## src/rtl/tlb_ctrl_if.sv

```systemverilog
// TLB instruction controller bus: CP0/EX request side, TLB array side and CP0 register updates.
interface tlb_ctrl_if #(
    parameter int unsigned IDX_W = 5
);
    logic             op_valid;
    logic [1:0]       op_code;
    logic             op_ready;
    logic             op_done;
    logic             busy;
    logic [IDX_W-1:0] cp0_index;
    logic [IDX_W-1:0] cp0_wired;
    logic             wired_wr;
    logic [IDX_W-1:0] random;
    logic             tlb_probe;
    logic             tlb_hit;
    logic [IDX_W-1:0] tlb_hit_idx;
    logic             tlb_rd;
    logic             tlb_wen;
    logic [IDX_W-1:0] tlb_idx;
    logic             index_wen;
    logic [31:0]      index_wdata;
    logic             regs_wen;

    // Requester / environment side (CP0, EX stage, TLB array model)
    modport master (
        output op_valid, op_code, cp0_index, cp0_wired, wired_wr, tlb_hit, tlb_hit_idx,
        input  op_ready, op_done, busy, random, tlb_probe, tlb_rd, tlb_wen, tlb_idx,
               index_wen, index_wdata, regs_wen
    );

    // Controller side
    modport slave (
        input  op_valid, op_code, cp0_index, cp0_wired, wired_wr, tlb_hit, tlb_hit_idx,
        output op_ready, op_done, busy, random, tlb_probe, tlb_rd, tlb_wen, tlb_idx,
               index_wen, index_wdata, regs_wen
    );
endinterface

```

## src/rtl/tlb_ctrl.sv

```systemverilog
// TLB instruction sequencer (TLBP/TLBR/TLBWI/TLBWR) with the CP0 Random register.
module tlb_ctrl #(
    parameter int unsigned ENTRIES = 32,
    parameter int unsigned IDX_W   = 5
) (
    input logic       clk,
    input logic       rst,
    tlb_ctrl_if.slave bus
);
    localparam int unsigned      PAD_W    = 31 - IDX_W;
    localparam logic [IDX_W-1:0] RAND_MAX = IDX_W'(ENTRIES - 1);
    localparam logic [1:0]       OP_TLBP  = 2'b00;
    localparam logic [1:0]       OP_TLBR  = 2'b01;
    localparam logic [1:0]       OP_TLBWR = 2'b11;

    typedef enum logic [2:0] {
        S_IDLE, S_PROBE, S_PWAIT, S_READ, S_RWAIT, S_WRITE, S_SETTLE
    } state_t;

    state_t           state_q, state_d;
    logic             accept_c;
    logic [IDX_W-1:0] idx_q, idx_d;
    logic [IDX_W-1:0] random_q, random_d;
    logic             op_ready_q, op_ready_d;
    logic             busy_q, busy_d;
    logic             op_done_q, op_done_d;
    logic             tlb_probe_q, tlb_probe_d;
    logic             tlb_rd_q, tlb_rd_d;
    logic             tlb_wen_q, tlb_wen_d;
    logic             index_wen_q, index_wen_d;
    logic             regs_wen_q, regs_wen_d;
    logic [31:0]      index_wdata_c;

    // State register; reset also aborts any in-flight operation
    always_ff @(posedge clk) begin
        if (rst) state_q <= S_IDLE;
        else     state_q <= state_d;
    end

    // Next-state: each operation is a fixed two-state sequence back to IDLE
    always_comb begin
        state_d  = state_q;
        accept_c = 1'b0;
        case (state_q)
            S_IDLE: begin
                if (bus.op_valid) begin
                    accept_c = 1'b1;
                    case (bus.op_code)
                        OP_TLBP: state_d = S_PROBE;
                        OP_TLBR: state_d = S_READ;
                        default: state_d = S_WRITE;
                    endcase
                end
            end
            S_PROBE:  state_d = S_PWAIT;
            S_READ:   state_d = S_RWAIT;
            S_WRITE:  state_d = S_SETTLE;
            default:  state_d = S_IDLE;
        endcase
    end

    // Outputs decoded from the next state so they are registered yet aligned with the state
    always_comb begin
        op_ready_d    = 1'b0;
        busy_d        = 1'b0;
        op_done_d     = 1'b0;
        tlb_probe_d   = 1'b0;
        tlb_rd_d      = 1'b0;
        tlb_wen_d     = 1'b0;
        index_wen_d   = 1'b0;
        regs_wen_d    = 1'b0;
        index_wdata_c = '0;
        op_ready_d    = (state_d == S_IDLE);
        busy_d        = (state_d != S_IDLE);
        tlb_probe_d   = (state_d == S_PROBE);
        tlb_rd_d      = (state_d == S_READ);
        tlb_wen_d     = (state_d == S_WRITE);
        index_wen_d   = (state_d == S_PWAIT);
        regs_wen_d    = (state_d == S_RWAIT);
        op_done_d     = (state_d == S_PWAIT) || (state_d == S_RWAIT) || (state_d == S_SETTLE);
        // Probe result arrives in the PWAIT cycle itself, so the Index data is taken straight from it
        if (state_q == S_PWAIT) begin
            if (bus.tlb_hit) index_wdata_c = {1'b0, PAD_W'(0), bus.tlb_hit_idx};
            else             index_wdata_c = {1'b1, PAD_W'(0), IDX_W'(0)};
        end
    end

    // Latched entry index and the free-running Random register
    always_comb begin
        idx_d = idx_q;
        if (accept_c)               idx_d = (bus.op_code == OP_TLBWR) ? random_q : bus.cp0_index;
        else if (state_d == S_IDLE) idx_d = '0;

        if (bus.wired_wr)                  random_d = RAND_MAX;
        else if (random_q <= bus.cp0_wired) random_d = RAND_MAX;
        else                               random_d = random_q - IDX_W'(1);
    end

    // Datapath and output registers
    always_ff @(posedge clk) begin
        if (rst) begin
            idx_q       <= '0;
            random_q    <= RAND_MAX;
            op_ready_q  <= 1'b1;
            busy_q      <= 1'b0;
            op_done_q   <= 1'b0;
            tlb_probe_q <= 1'b0;
            tlb_rd_q    <= 1'b0;
            tlb_wen_q   <= 1'b0;
            index_wen_q <= 1'b0;
            regs_wen_q  <= 1'b0;
        end else begin
            idx_q       <= idx_d;
            random_q    <= random_d;
            op_ready_q  <= op_ready_d;
            busy_q      <= busy_d;
            op_done_q   <= op_done_d;
            tlb_probe_q <= tlb_probe_d;
            tlb_rd_q    <= tlb_rd_d;
            tlb_wen_q   <= tlb_wen_d;
            index_wen_q <= index_wen_d;
            regs_wen_q  <= regs_wen_d;
        end
    end

    assign bus.op_ready    = op_ready_q;
    assign bus.busy        = busy_q;
    assign bus.op_done     = op_done_q;
    assign bus.random      = random_q;
    assign bus.tlb_probe   = tlb_probe_q;
    assign bus.tlb_rd      = tlb_rd_q;
    assign bus.tlb_wen     = tlb_wen_q;
    assign bus.tlb_idx     = idx_q;
    assign bus.index_wen   = index_wen_q;
    assign bus.index_wdata = index_wdata_c;
    assign bus.regs_wen    = regs_wen_q;
endmodule
```

## src/flat_wrapper.sv

```systemverilog
// flat-port wrapper written by rule: the top's interface ports become plain ports
module tlb_ctrl_flat 
#(
    parameter int unsigned ENTRIES = 32,
    parameter int unsigned IDX_W   = 5
)
  (clk, rst, bus_op_valid, bus_op_code, bus_cp0_index, bus_cp0_wired, bus_wired_wr, bus_tlb_hit, bus_tlb_hit_idx, bus_op_ready, bus_op_done, bus_busy, bus_random, bus_tlb_probe, bus_tlb_rd, bus_tlb_wen, bus_tlb_idx, bus_index_wen, bus_index_wdata, bus_regs_wen);
  tlb_ctrl_if #(.IDX_W(IDX_W)) bus_i ();
  input logic clk;
  input logic rst;
  input wire logic [$bits(bus_i.op_valid)-1:0] bus_op_valid;
  input wire logic [$bits(bus_i.op_code)-1:0] bus_op_code;
  input wire logic [$bits(bus_i.cp0_index)-1:0] bus_cp0_index;
  input wire logic [$bits(bus_i.cp0_wired)-1:0] bus_cp0_wired;
  input wire logic [$bits(bus_i.wired_wr)-1:0] bus_wired_wr;
  input wire logic [$bits(bus_i.tlb_hit)-1:0] bus_tlb_hit;
  input wire logic [$bits(bus_i.tlb_hit_idx)-1:0] bus_tlb_hit_idx;
  output wire logic [$bits(bus_i.op_ready)-1:0] bus_op_ready;
  output wire logic [$bits(bus_i.op_done)-1:0] bus_op_done;
  output wire logic [$bits(bus_i.busy)-1:0] bus_busy;
  output wire logic [$bits(bus_i.random)-1:0] bus_random;
  output wire logic [$bits(bus_i.tlb_probe)-1:0] bus_tlb_probe;
  output wire logic [$bits(bus_i.tlb_rd)-1:0] bus_tlb_rd;
  output wire logic [$bits(bus_i.tlb_wen)-1:0] bus_tlb_wen;
  output wire logic [$bits(bus_i.tlb_idx)-1:0] bus_tlb_idx;
  output wire logic [$bits(bus_i.index_wen)-1:0] bus_index_wen;
  output wire logic [$bits(bus_i.index_wdata)-1:0] bus_index_wdata;
  output wire logic [$bits(bus_i.regs_wen)-1:0] bus_regs_wen;
  assign bus_i.op_valid = bus_op_valid;
  assign bus_i.op_code = bus_op_code;
  assign bus_i.cp0_index = bus_cp0_index;
  assign bus_i.cp0_wired = bus_cp0_wired;
  assign bus_i.wired_wr = bus_wired_wr;
  assign bus_i.tlb_hit = bus_tlb_hit;
  assign bus_i.tlb_hit_idx = bus_tlb_hit_idx;
  assign bus_op_ready = bus_i.op_ready;
  assign bus_op_done = bus_i.op_done;
  assign bus_busy = bus_i.busy;
  assign bus_random = bus_i.random;
  assign bus_tlb_probe = bus_i.tlb_probe;
  assign bus_tlb_rd = bus_i.tlb_rd;
  assign bus_tlb_wen = bus_i.tlb_wen;
  assign bus_tlb_idx = bus_i.tlb_idx;
  assign bus_index_wen = bus_i.index_wen;
  assign bus_index_wdata = bus_i.index_wdata;
  assign bus_regs_wen = bus_i.regs_wen;
  tlb_ctrl #(.ENTRIES(ENTRIES), .IDX_W(IDX_W)) u_core (.clk(clk), .rst(rst), .bus(bus_i));
endmodule
```

## config.mk

```make
export PLATFORM = sky130hd
export DESIGN_NAME = tlb_ctrl_flat
export DESIGN_NICKNAME = d
export VERILOG_FILES = /design/src/rtl/tlb_ctrl_if.sv /design/src/rtl/tlb_ctrl.sv /design/src/flat_wrapper.sv
export SDC_FILE = /design/constraint.sdc
export NUM_CORES = 1
export LEC_CHECK = 0
export BUFFER_PORTS_ARGS = -buffer_cell sky130_fd_sc_hd__buf_2
export CORE_MARGIN = 2
export CORE_UTILIZATION = 35
export DETAILED_ROUTE_END_ITERATION = 6
export PLACE_DENSITY = 0.7
export SETUP_SLACK_MARGIN = 0.1
export SLEW_MARGIN = 5
export SYNTH_ARGS = -nofsm -noshare
export SYNTH_HDL_FRONTEND = slang
export SYNTH_SLANG_ARGS = --single-unit
```

## constraint.sdc

```tcl
create_clock -name clk -period 3 [get_ports clk]
set_input_delay 0.6 -clock clk [delete_from_list [all_inputs] [get_ports clk]]
set_output_delay 0.6 -clock clk [all_outputs]
set_load 0.01 [all_outputs]
```

==> impl_results.md <==
* Seq/Total Area, Yosys at about 34%
* Critical path arrival at between 1000 and 1500 ps
* Clk pwr share at between 20% and 30%
* Hold path cells at 2
* Final ANT Viol Nets at 0
* Final count of pins violating max slew at 0
* Largest cells by area after synthesis: dfxtp_1, buf_4, ha_1
* Layout Skew at 4.03 ps
* Drt first pass iters at 4
* Met1 usage at 14.6%
* # rows at 21
* IO Pins at 72
* # Max-Cap Violations at 0
* Via density at 4.32
* Final wirelength at 2320 µm
* Area Growth Syn to Fin at 14.4%
* PostCTS Resize Cnt at 0
* Commonest non-fill, non-tap cells in the layout: buf_2, conb_1, dfxtp_1, a21oi_1, inv_1
* Final hold vios at 0
* Core footprint at 3360 µm²
* Main flop type after synthesis: dfxtp_1
* Finished Cell Area at 1400 µm²
* Logic pwr share at 19.3%
* Clock Pin Slew Worst Setup and Hold Paths at 120 ps
* Share of layout cells above drive strength 1 at 29.8%
* Initial antenna violation count at 0
* Number of synthesized flops with an enable pin at 0
* Int Power at 388 µW
* Setup Viol. Count Final at 0
* CTS H-tree depth at 1
* CTS Hold Bufs at 0
* Grt ovf at 0
* Grt met3 use at approximately 1.4%
* DP HPWL at 1820 µm
* Maximum clock path buffer count at 2
* Busiest layer in global routing: met2
* CTS tree: done
* Met2 GRT Util at 18.1%
* Clock sinks at 21
* Gr usage total at approximately 11%
* Ys Warns at 0
* PortBufs at between 40 and 50
* Wirelength per Cell at about 10 µm
* Yosys reg bits at 21
* Mapped cell area at between 1000 and 1500 µm²
* Commonest non-fill, non-tap cell in the layout: buf_2
* Die width at 63.2 µm
* P_sw at about 160 µW
* Vias in the first global route at 812
* Die ar. at 4000 µm²
* Critical R2R Launch: u_core.bus.random[3]
* FMAX at 482 MHz
* Largest net degree at the start of global routing at 16
* Initial core utilization at roughly 36%
* P_leak at 0.000706 µW
* Hold endpoint: u_core.bus.tlb_idx[3]
* Crit Path Category: register to primary output
* Hold_sp: u_core.bus.tlb_idx[3]
* Cell Pwr Density at 391 nW/µm²
* Run status: finished, final reports clean
* Cell taking the most area after synthesis: dfxtp_1
* DRC Markers at 0
* Final worst-path cycle share at 69.1%
* R2r worst-path depth at 4
* RSZ-0062 raised after global routing: no
* First-pass GRT wire length at 3640 µm
* Post CTS Setup Buffer Count at 0
* Final net count at 207
* Fin crit period at 2070 ps
* Worst Hold Class: register to register
* Asr flop ratio synth at 0%
* Reg-to-reg endpoint: u_core.bus.random[3]
* Placed cell area at 1380 µm²
* # diodes at 0
* Startpoint Class: register
* Vias at 968
* Reg power frac at 56.1%
* Cts bufs inserted at 3
* Crit Path Max Fanout at 10
* Gate Count Post-Synth at 136
* Final setup TNS at 0 ps
* Sw Share at 29.3%
* Synth unique cells at 35
* WP data required at roughly 2400 ps
* Root buf cell: clkbuf_4
* Synth top area share at 34.3%
* Endpoint class of the critical path: primary output
* Reg2reg setup slack at 1330 ps
* Average size of a mapped cell at ~9.0 µm²
* Die H at 63.2 µm
* Clock Latency Late Sink at 300 ps
* GP Congestion at 0.749
* Initial drt markers at 29
* VDD IR-drop max at 0.141 mV
metal layers:
| layer | wire length (µm) | share of wire (%) |
|---|---|---|
| met1 | 1060 | 46 |
| met2 | 1080 | 47 |
| met3 | 140 | 6.0 |
| met4 | 34 | 1.5 |
| met5 | 0 | 0 |
power by group through the flow:
stage	Combinational (µW)	Sequential (µW)	Clock (µW)
after floorplan	99.1	311	0
after global placement	104	314	0
final	106	308	135
after detailed placement	106	314	0
after global routing	119	310	153
after CTS	106	308	140
cells by family after synthesis:
family	after synthesis	synth area share, %
buffers and inverters	39	20.7
AND/OR/NAND/NOR	36	20.1
AO/OA/AOI/OAI	30	16.4
flip-flops	21	34.3
adder cells (fa/ha/maj)	6	6.12
XOR/XNOR	3	2.14
other	1	0.306
Yosys cell counts, types with 2 or more instances:
cell and number:
a21boi_0 5, o21ai_0 5, nand2b_1 2, inv_1 7, and2_1 6, a21oi_1 8, o211ai_1 5, nor4b_1 2
nor4_1 2, and3_1 6, nand2_1 6, a21o_1 2, buf_2 2, buf_4 26, nand3_1 2, clkbuf_1 3
ha_1 6, dfxtp_1 21, nor2b_1 2, xnor2_1 3
worst max-delay path, stage by stage, from the launching register on:
cell and delay [ps]:
dfxtp_1 580, and4bb_2 300, and2_1 160, buf_2 130
flip-flops by register name, indices dropped and copies added, names as in the netlist:
| name | count |
|---|---|
| u_core.bus.busy | 1 |
| u_core.state_q | 3 |
| u_core.bus.regs_wen | 1 |
| u_core.bus.op_done | 1 |
| u_core.bus.op_ready | 1 |
| u_core.bus.tlb_probe | 1 |
| u_core.bus.index_wen | 1 |
| u_core.bus.tlb_wen | 1 |
| u_core.bus.tlb_idx | 5 |
| u_core.bus.tlb_rd | 1 |
| u_core.bus.random | 5 |
worst max path at each step:
stage	slack, ps	endpoint	from	depth (start not counted)
after floorplan	1280	u_core.bus.random[0]	bus_cp0_wired[3]	5
after global placement	1130	u_core.bus.random[2]	bus_cp0_wired[3]	6
after detailed placement	1040	u_core.bus.random[3]	bus_cp0_wired[3]	6
after CTS	920	bus_index_wdata[4]	u_core.state_q[1]	3
after global routing	820	bus_index_wdata[1]	u_core.state_q[1]	3
final	930	bus_index_wdata[4]	u_core.state_q[2]	3
cell type report:
class	count	area [µm²]
clock inverter	1	5.00
sequential	21	420
inverter	7	26.3
tap	46	57.6
fill	372	1960
clock buffer	3	22.5
timing repair buffer	45	225
multi-input combinational	101	647
per-stage QoR:
stage	hold WS (ps)	total power, µW	worst slack [ps]	utilization (%)	instances
2_1_floorplan	461	410	1280	-	161
3_3_place_gp	439	418	1130	40.9	220
3_5_place_dp	445	420	1040	40.9	220
4_1_cts	461	554	918	41.7	224
5_1_grt	478	582	817	41.7	224
6_report	457	549	927	41.7	224
No activity file was read; power rests on OpenSTA's default activity.
